===== src/rtl/vlsu_bank_scheduler_pkg.sv =====
// Shared constants and types for the vector-store bank scheduler.
// Banks are word-interleaved four ways on addr[1:0].
package vlsu_bank_scheduler_pkg;

    localparam int unsigned NumBanks = 4;
    localparam int unsigned NumLanes = 4;

    localparam logic [1:0] Bank0 = 2'd0;
    localparam logic [1:0] Bank1 = 2'd1;
    localparam logic [1:0] Bank2 = 2'd2;
    localparam logic [1:0] Bank3 = 2'd3;

    // Vector lanes always store a full word.
    localparam logic [3:0] VWriteBe = 4'b1111;

    typedef enum logic [0:0] {
        StIdle,
        StBusy
    } state_e;

    // Isolate the lowest set bit; this gives fixed priority to the lowest lane index.
    function automatic logic [3:0] lowest_one(input logic [3:0] v);
        return v & (~v + 4'd1);
    endfunction

endpackage


===== src/rtl/vlsu_bank_scheduler_bank_pick.sv =====
// Picks the lowest-index pending lane that targets one bank.
// Output is a one-hot lane select plus a valid flag.
module vlsu_bank_scheduler_bank_pick
    import vlsu_bank_scheduler_pkg::*;
#(
    parameter logic [1:0] Bank = Bank0
) (
    input  logic [3:0] pending,
    input  logic [7:0] lane_bank,
    output logic [3:0] grant_oh,
    output logic       valid
);

    logic [3:0] hit;

    always_comb begin
        hit = 4'b0000;
        for (int i = 0; i < 4; i++) begin
            hit[i] = pending[i] && (lane_bank[2*i +: 2] == Bank);
        end
        grant_oh = lowest_one(hit);
        valid    = |hit;
    end

endmodule


===== src/rtl/vlsu_bank_scheduler.sv =====
// Schedules a 4-lane vector store batch onto four interleaved data-memory banks,
// serialising same-bank lanes and letting scalar stores pre-empt their bank.
module vlsu_bank_scheduler
    import vlsu_bank_scheduler_pkg::*;
#(
    parameter int unsigned ADDR_W = 12,
    parameter int unsigned NLANES = 4
) (
    input  logic              clk,
    input  logic              nrst,
    input  logic              v_valid,
    output logic              v_ready,
    input  logic [3:0]        v_mask,
    input  logic [ADDR_W-1:0] v_addr0,
    input  logic [ADDR_W-1:0] v_addr1,
    input  logic [ADDR_W-1:0] v_addr2,
    input  logic [ADDR_W-1:0] v_addr3,
    input  logic [31:0]       v_data0,
    input  logic [31:0]       v_data1,
    input  logic [31:0]       v_data2,
    input  logic [31:0]       v_data3,
    input  logic              v_flush,
    output logic              v_done,
    input  logic [3:0]        s_we,
    input  logic [ADDR_W-1:0] s_addr,
    input  logic [31:0]       s_data,
    output logic [3:0]        dm_write_0,
    output logic [3:0]        dm_write_1,
    output logic [3:0]        dm_write_2,
    output logic [3:0]        dm_write_3,
    output logic [ADDR_W-3:0] dm_addr_0,
    output logic [ADDR_W-3:0] dm_addr_1,
    output logic [ADDR_W-3:0] dm_addr_2,
    output logic [ADDR_W-3:0] dm_addr_3,
    output logic [31:0]       dm_data_0,
    output logic [31:0]       dm_data_1,
    output logic [31:0]       dm_data_2,
    output logic [31:0]       dm_data_3
);

    state_e            state_q;
    logic [3:0]        pending_q;
    logic [3:0]        pending_d;
    logic              v_done_q;
    logic              v_ready_q;
    logic [ADDR_W-1:0] lane_addr_q [NLANES];
    logic [31:0]       lane_data_q [NLANES];

    logic [7:0]        lane_bank;
    logic [3:0]        cand_oh    [NumBanks];
    logic [3:0]        cand_valid;
    logic [3:0]        bank_granted;
    logic [3:0]        grant;
    logic              s_hit;
    logic [1:0]        s_bank;

    logic [3:0]        bank_we    [NumBanks];
    logic [ADDR_W-3:0] bank_addr  [NumBanks];
    logic [31:0]       bank_data  [NumBanks];

    always_comb begin
        lane_bank = 8'h00;
        for (int i = 0; i < 4; i++) begin
            lane_bank[2*i +: 2] = lane_addr_q[i][1:0];
        end
    end

    for (genvar b = 0; b < NumBanks; b++) begin : g_pick
        vlsu_bank_scheduler_bank_pick #(
            .Bank (2'(b))
        ) u_pick (
            .pending   (pending_q),
            .lane_bank (lane_bank),
            .grant_oh  (cand_oh[b]),
            .valid     (cand_valid[b])
        );
    end

    // Grant arbitration: a scalar store on a bank blocks that bank's vector candidate.
    always_comb begin
        s_hit        = (s_we != 4'b0000);
        s_bank       = s_addr[1:0];
        bank_granted = 4'b0000;
        grant        = 4'b0000;
        for (int b = 0; b < 4; b++) begin
            bank_granted[b] = (state_q == StBusy) && !v_flush && cand_valid[b] &&
                              !(s_hit && (s_bank == 2'(b)));
            if (bank_granted[b]) begin
                grant = grant | cand_oh[b];
            end
        end
        pending_d = v_flush ? 4'b0000 : (pending_q & ~grant);
    end

    always_comb begin
        for (int b = 0; b < 4; b++) begin
            bank_we[b]   = 4'b0000;
            bank_addr[b] = '0;
            bank_data[b] = 32'h0;
            if (s_hit && (s_bank == 2'(b))) begin
                bank_we[b]   = s_we;
                bank_addr[b] = s_addr[ADDR_W-1:2];
                bank_data[b] = s_data;
            end else if (bank_granted[b]) begin
                bank_we[b] = VWriteBe;
                for (int i = 0; i < 4; i++) begin
                    if (cand_oh[b][i]) begin
                        bank_addr[b] = lane_addr_q[i][ADDR_W-1:2];
                        bank_data[b] = lane_data_q[i];
                    end
                end
            end
        end
    end

    always_ff @(posedge clk) begin
        if (!nrst) begin
            state_q   <= StIdle;
            pending_q <= 4'b0000;
            v_done_q  <= 1'b0;
            v_ready_q <= 1'b1;
        end else begin
            v_done_q <= 1'b0;
            unique case (state_q)
                StIdle: begin
                    if (v_valid) begin
                        pending_q <= v_mask;
                        state_q   <= StBusy;
                        v_ready_q <= 1'b0;
                    end
                end
                StBusy: begin
                    pending_q <= pending_d;
                    if (pending_d == 4'b0000) begin
                        state_q   <= StIdle;
                        v_done_q  <= 1'b1;
                        v_ready_q <= 1'b1;
                    end
                end
            endcase
        end
    end

    // Lane payload is only meaningful while pending; held until the next accept.
    always_ff @(posedge clk) begin
        if (state_q == StIdle && v_valid) begin
            lane_addr_q[0] <= v_addr0;
            lane_addr_q[1] <= v_addr1;
            lane_addr_q[2] <= v_addr2;
            lane_addr_q[3] <= v_addr3;
            lane_data_q[0] <= v_data0;
            lane_data_q[1] <= v_data1;
            lane_data_q[2] <= v_data2;
            lane_data_q[3] <= v_data3;
        end
    end

    assign v_ready    = v_ready_q;
    assign v_done     = v_done_q;
    assign dm_write_0 = bank_we[0];
    assign dm_write_1 = bank_we[1];
    assign dm_write_2 = bank_we[2];
    assign dm_write_3 = bank_we[3];
    assign dm_addr_0  = bank_addr[0];
    assign dm_addr_1  = bank_addr[1];
    assign dm_addr_2  = bank_addr[2];
    assign dm_addr_3  = bank_addr[3];
    assign dm_data_0  = bank_data[0];
    assign dm_data_1  = bank_data[1];
    assign dm_data_2  = bank_data[2];
    assign dm_data_3  = bank_data[3];

endmodule

===== config.mk =====
export PLATFORM = sky130hd
export DESIGN_NAME = vlsu_bank_scheduler
export DESIGN_NICKNAME = d
export VERILOG_FILES = /design/src/rtl/vlsu_bank_scheduler_pkg.sv /design/src/rtl/vlsu_bank_scheduler_bank_pick.sv /design/src/rtl/vlsu_bank_scheduler.sv
export SDC_FILE = /design/constraint.sdc
export NUM_CORES = 1
export LEC_CHECK = 0
export BUFFER_PORTS_ARGS = -buffer_cell sky130_fd_sc_hd__buf_2
export CORE_MARGIN = 4
export CORE_UTILIZATION = 30
export DETAILED_ROUTE_END_ITERATION = 10
export PLACE_DENSITY = 0.59
export SETUP_SLACK_MARGIN = 0.2
export SLEW_MARGIN = 20
export SYNTH_ARGS = -nofsm -noshare
export SYNTH_HDL_FRONTEND = slang
export SYNTH_SLANG_ARGS = --single-unit
export TNS_END_PERCENT = 100

===== constraint.sdc =====
create_clock -name clk -period 19 [get_ports clk]
set_clock_uncertainty 0.2 [all_clocks]
set_input_delay 0 -clock clk [delete_from_list [all_inputs] [get_ports clk]]
set_output_delay 0 -clock clk [all_outputs]
set_load 0.02 [all_outputs]

==> impl_metrics.ini <==
[status]
outcome = finished, final reports clean

[timing]
holdWs_ps = 29.6
fin_tns_setup_ps = 0
fin_crit_ps = 4330
fin_ws_ps = 14670
final-setup-viol-count = 0
grt_setup_unrepaired = no
hold_viol = 0
fmax_ghz = 0.231
relSlewSlack_pct = 19.9
drv_slew = 0
tightest_slew_ps = 1200
fin_crit_sh_pct = 22.8

[synthesis]
syn_inst = 1284
yosysWarnings = 0
syn_avg_cell_area_um2 = 9.27
ys_ff_latch = 183
synth_edf_count = 176
synth_fp_nets = 1516
async_flop_share_pct = 0
ys_types = 49
synth_flop_cell = edfxtp_1
seq_area_frac_synth_pct = 45.6
syn_area_um2 = 11900

[place]
gp_congestion = 0.856
place_ws_ps = 15190
io_buffers = 417
place_area_um2 = 14400
place_inst = 2110
hpwl_um = 34700

[global_routing]
antenna_found_initial = 5
use_met2_pct = 43.2
met1_usage_pct = 32.1
grt_pass1_wl_um = 85700
grt_pass1_vias = 14200
gr-usage-met3_pct = 4.90
grt_max_degree = 89
grt_usage_pct = 25.4
grt.busiest_layer = met2
grt-ovfl-total = 0

[worst_setup_path]
crit_type = register to output pin
crit_fanout = 25
crit_required_ps = 18800
start_kind = register
worstSetupEndpointType = output pin
crit_arrival_ps = 4130

[clock_network]
cts_tree = built
root_buffer = clkbuf_16
cts.htree.levels = 4
numCtsBuffers = 17
cts-resized-gates = 0
path_clk_slew_ps = 70
cts.sinks = 183
clock_path_buffers = 2
clk_latency_ps = 450

[route]
vias = 14100
drc = 0
antenna_left = 0
totalWireLength_um = 57900
first_pass_iters = 5
wl_per_cell_um = 24.8
drtIter0Drc = 1435
via_per_inst = 6.01

[final_layout]
fin_util_pct = 43.5
syn_to_final_growth_pct = 42.1
final_cell_mix = buf_2, nand2_1, dlygate4sd3_1
final_layout_size_suffix_gt1_share_pct = 27.8
finalNetCount = 2033
design_area_um2 = 16900
instances_no_fill = 2336
layout_commonest_cell = buf_2

[die]
std_cell_rows = 72
dieHeight_um = 207
core_um2 = 38900
chipWidth_um = 207
initial_core_util_pct = 30.6
io_pins = 418
die_area_um2 = 42900

[pwr]
total_power_mw = 1.11
pwr_density_cell_nw_per_um2 = 65.8
cellLeakagePower_nw = 6.35
peakVddDrop_uv = 59.8

[run]
cap_violations = 0

[hold_path]
hp-class = primary input to register
power by group:
group / internal, mW / leakage, nW / switching [mW] / total [mW]
Combinational: 0.0971 / 4.33 / 0.146 / 0.243
Sequential: 0.477 / 1.74 / 0.0280 / 0.505
Clock: 0.194 / 0.283 / 0.169 / 0.364
kinds of logic after synthesis:
family	count (synthesis)	share of synthesized area (%)
multiplexers	3	0.252
flip-flops	183	45.6
buffers and inverters	143	4.77
AO/OA/AOI/OAI	618	35.7
AND/OR/NAND/NOR	337	13.7
synthesized netlist by cell type (all sizes together) (2+ instances only):
cell / n / share of area [%]
nand2: 190 / 6.0
edfxtp: 176 / 44
o21ai: 172 / 7.2
a22oi: 168 / 11
clkbuf: 105 / 3.3
nand3: 90 / 3.8
a21oi: 84 / 3.5
a221oi: 84 / 6.2
a22o: 84 / 6.2
buf: 34 / 1.3
nor2: 11 / 0.35
a21o: 8 / 0.50
dfxtp: 7 / 1.2
nand3b: 7 / 0.44
and3: 6 / 0.32
nand2b: 5 / 0.26
and3b: 4 / 0.29
inv: 4 / 0.13
nor2b: 4 / 0.21
nor3b: 4 / 0.34
nor4: 4 / 0.34
nor4b: 4 / 0.73
mux2i: 3 / 0.25
o22ai: 3 / 0.16
or4: 3 / 0.19
a211oi: 2 / 0.13
a31oi: 2 / 0.21
o41ai: 2 / 0.27
state kept, by name, summed over array words and instances (netlist names):
| signal | cells |
|---|---|
| lane_data_q | 128 |
| lane_addr_q | 48 |
| pending_q | 4 |
| state_q | 1 |
| v_done | 1 |
| v_ready | 1 |
final timing paths:
kind,to,cells past startpoint,start,slack (ps)
setup / recovery,dm_data_1[17],7,lane_addr_q[1][1]$_DFFE_PP_,14670
hold / removal,pending_q[3]$_SDFFE_PN0P_,4,v_flush,30
setup reg to reg,pending_q[2]$_SDFFE_PN0P_,7,lane_addr_q[0][1]$_DFFE_PP_,15590
hold reg to reg,v_ready$_SDFFE_PN1P_,2,v_ready$_SDFFE_PN1P_,300
critical path, cell delays in order (launching register included):
cell and delay, ps:
edfxtp_1 470, and3b_2 800, buf_4 500, nor2_1 140, a31oi_4 870, buf_4 480
a22o_1 210, buf_2 170
final cells by class:
| type | count | area [µm²] |
|---|---|---|
| fillers | 3840 | 22000 |
| multi-input cells | 958 | 6020 |
| flip-flops and latches | 183 | 5430 |
| repair buffers | 637 | 4220 |
| well taps | 518 | 648 |
| clock buffers | 17 | 425 |
| clock inverters | 15 | 150 |
| inverters | 4 | 15.0 |
| diodes | 4 | 10.0 |
metal layers:
layer	share of wire, %	vias up
li1	-	6151
met4	3.3	6
met1	39	6788
met2	49	945
met5	0.067	-
met3	8.6	161
what timing repair did:
action,in CTS,in global routing
endpoints found under the hold margin,207,0
hold buffers,190,0
endpoints found under the setup margin,0,0
buffers inserted,0,0
Note: power is estimated with default switching activity, not from simulation.
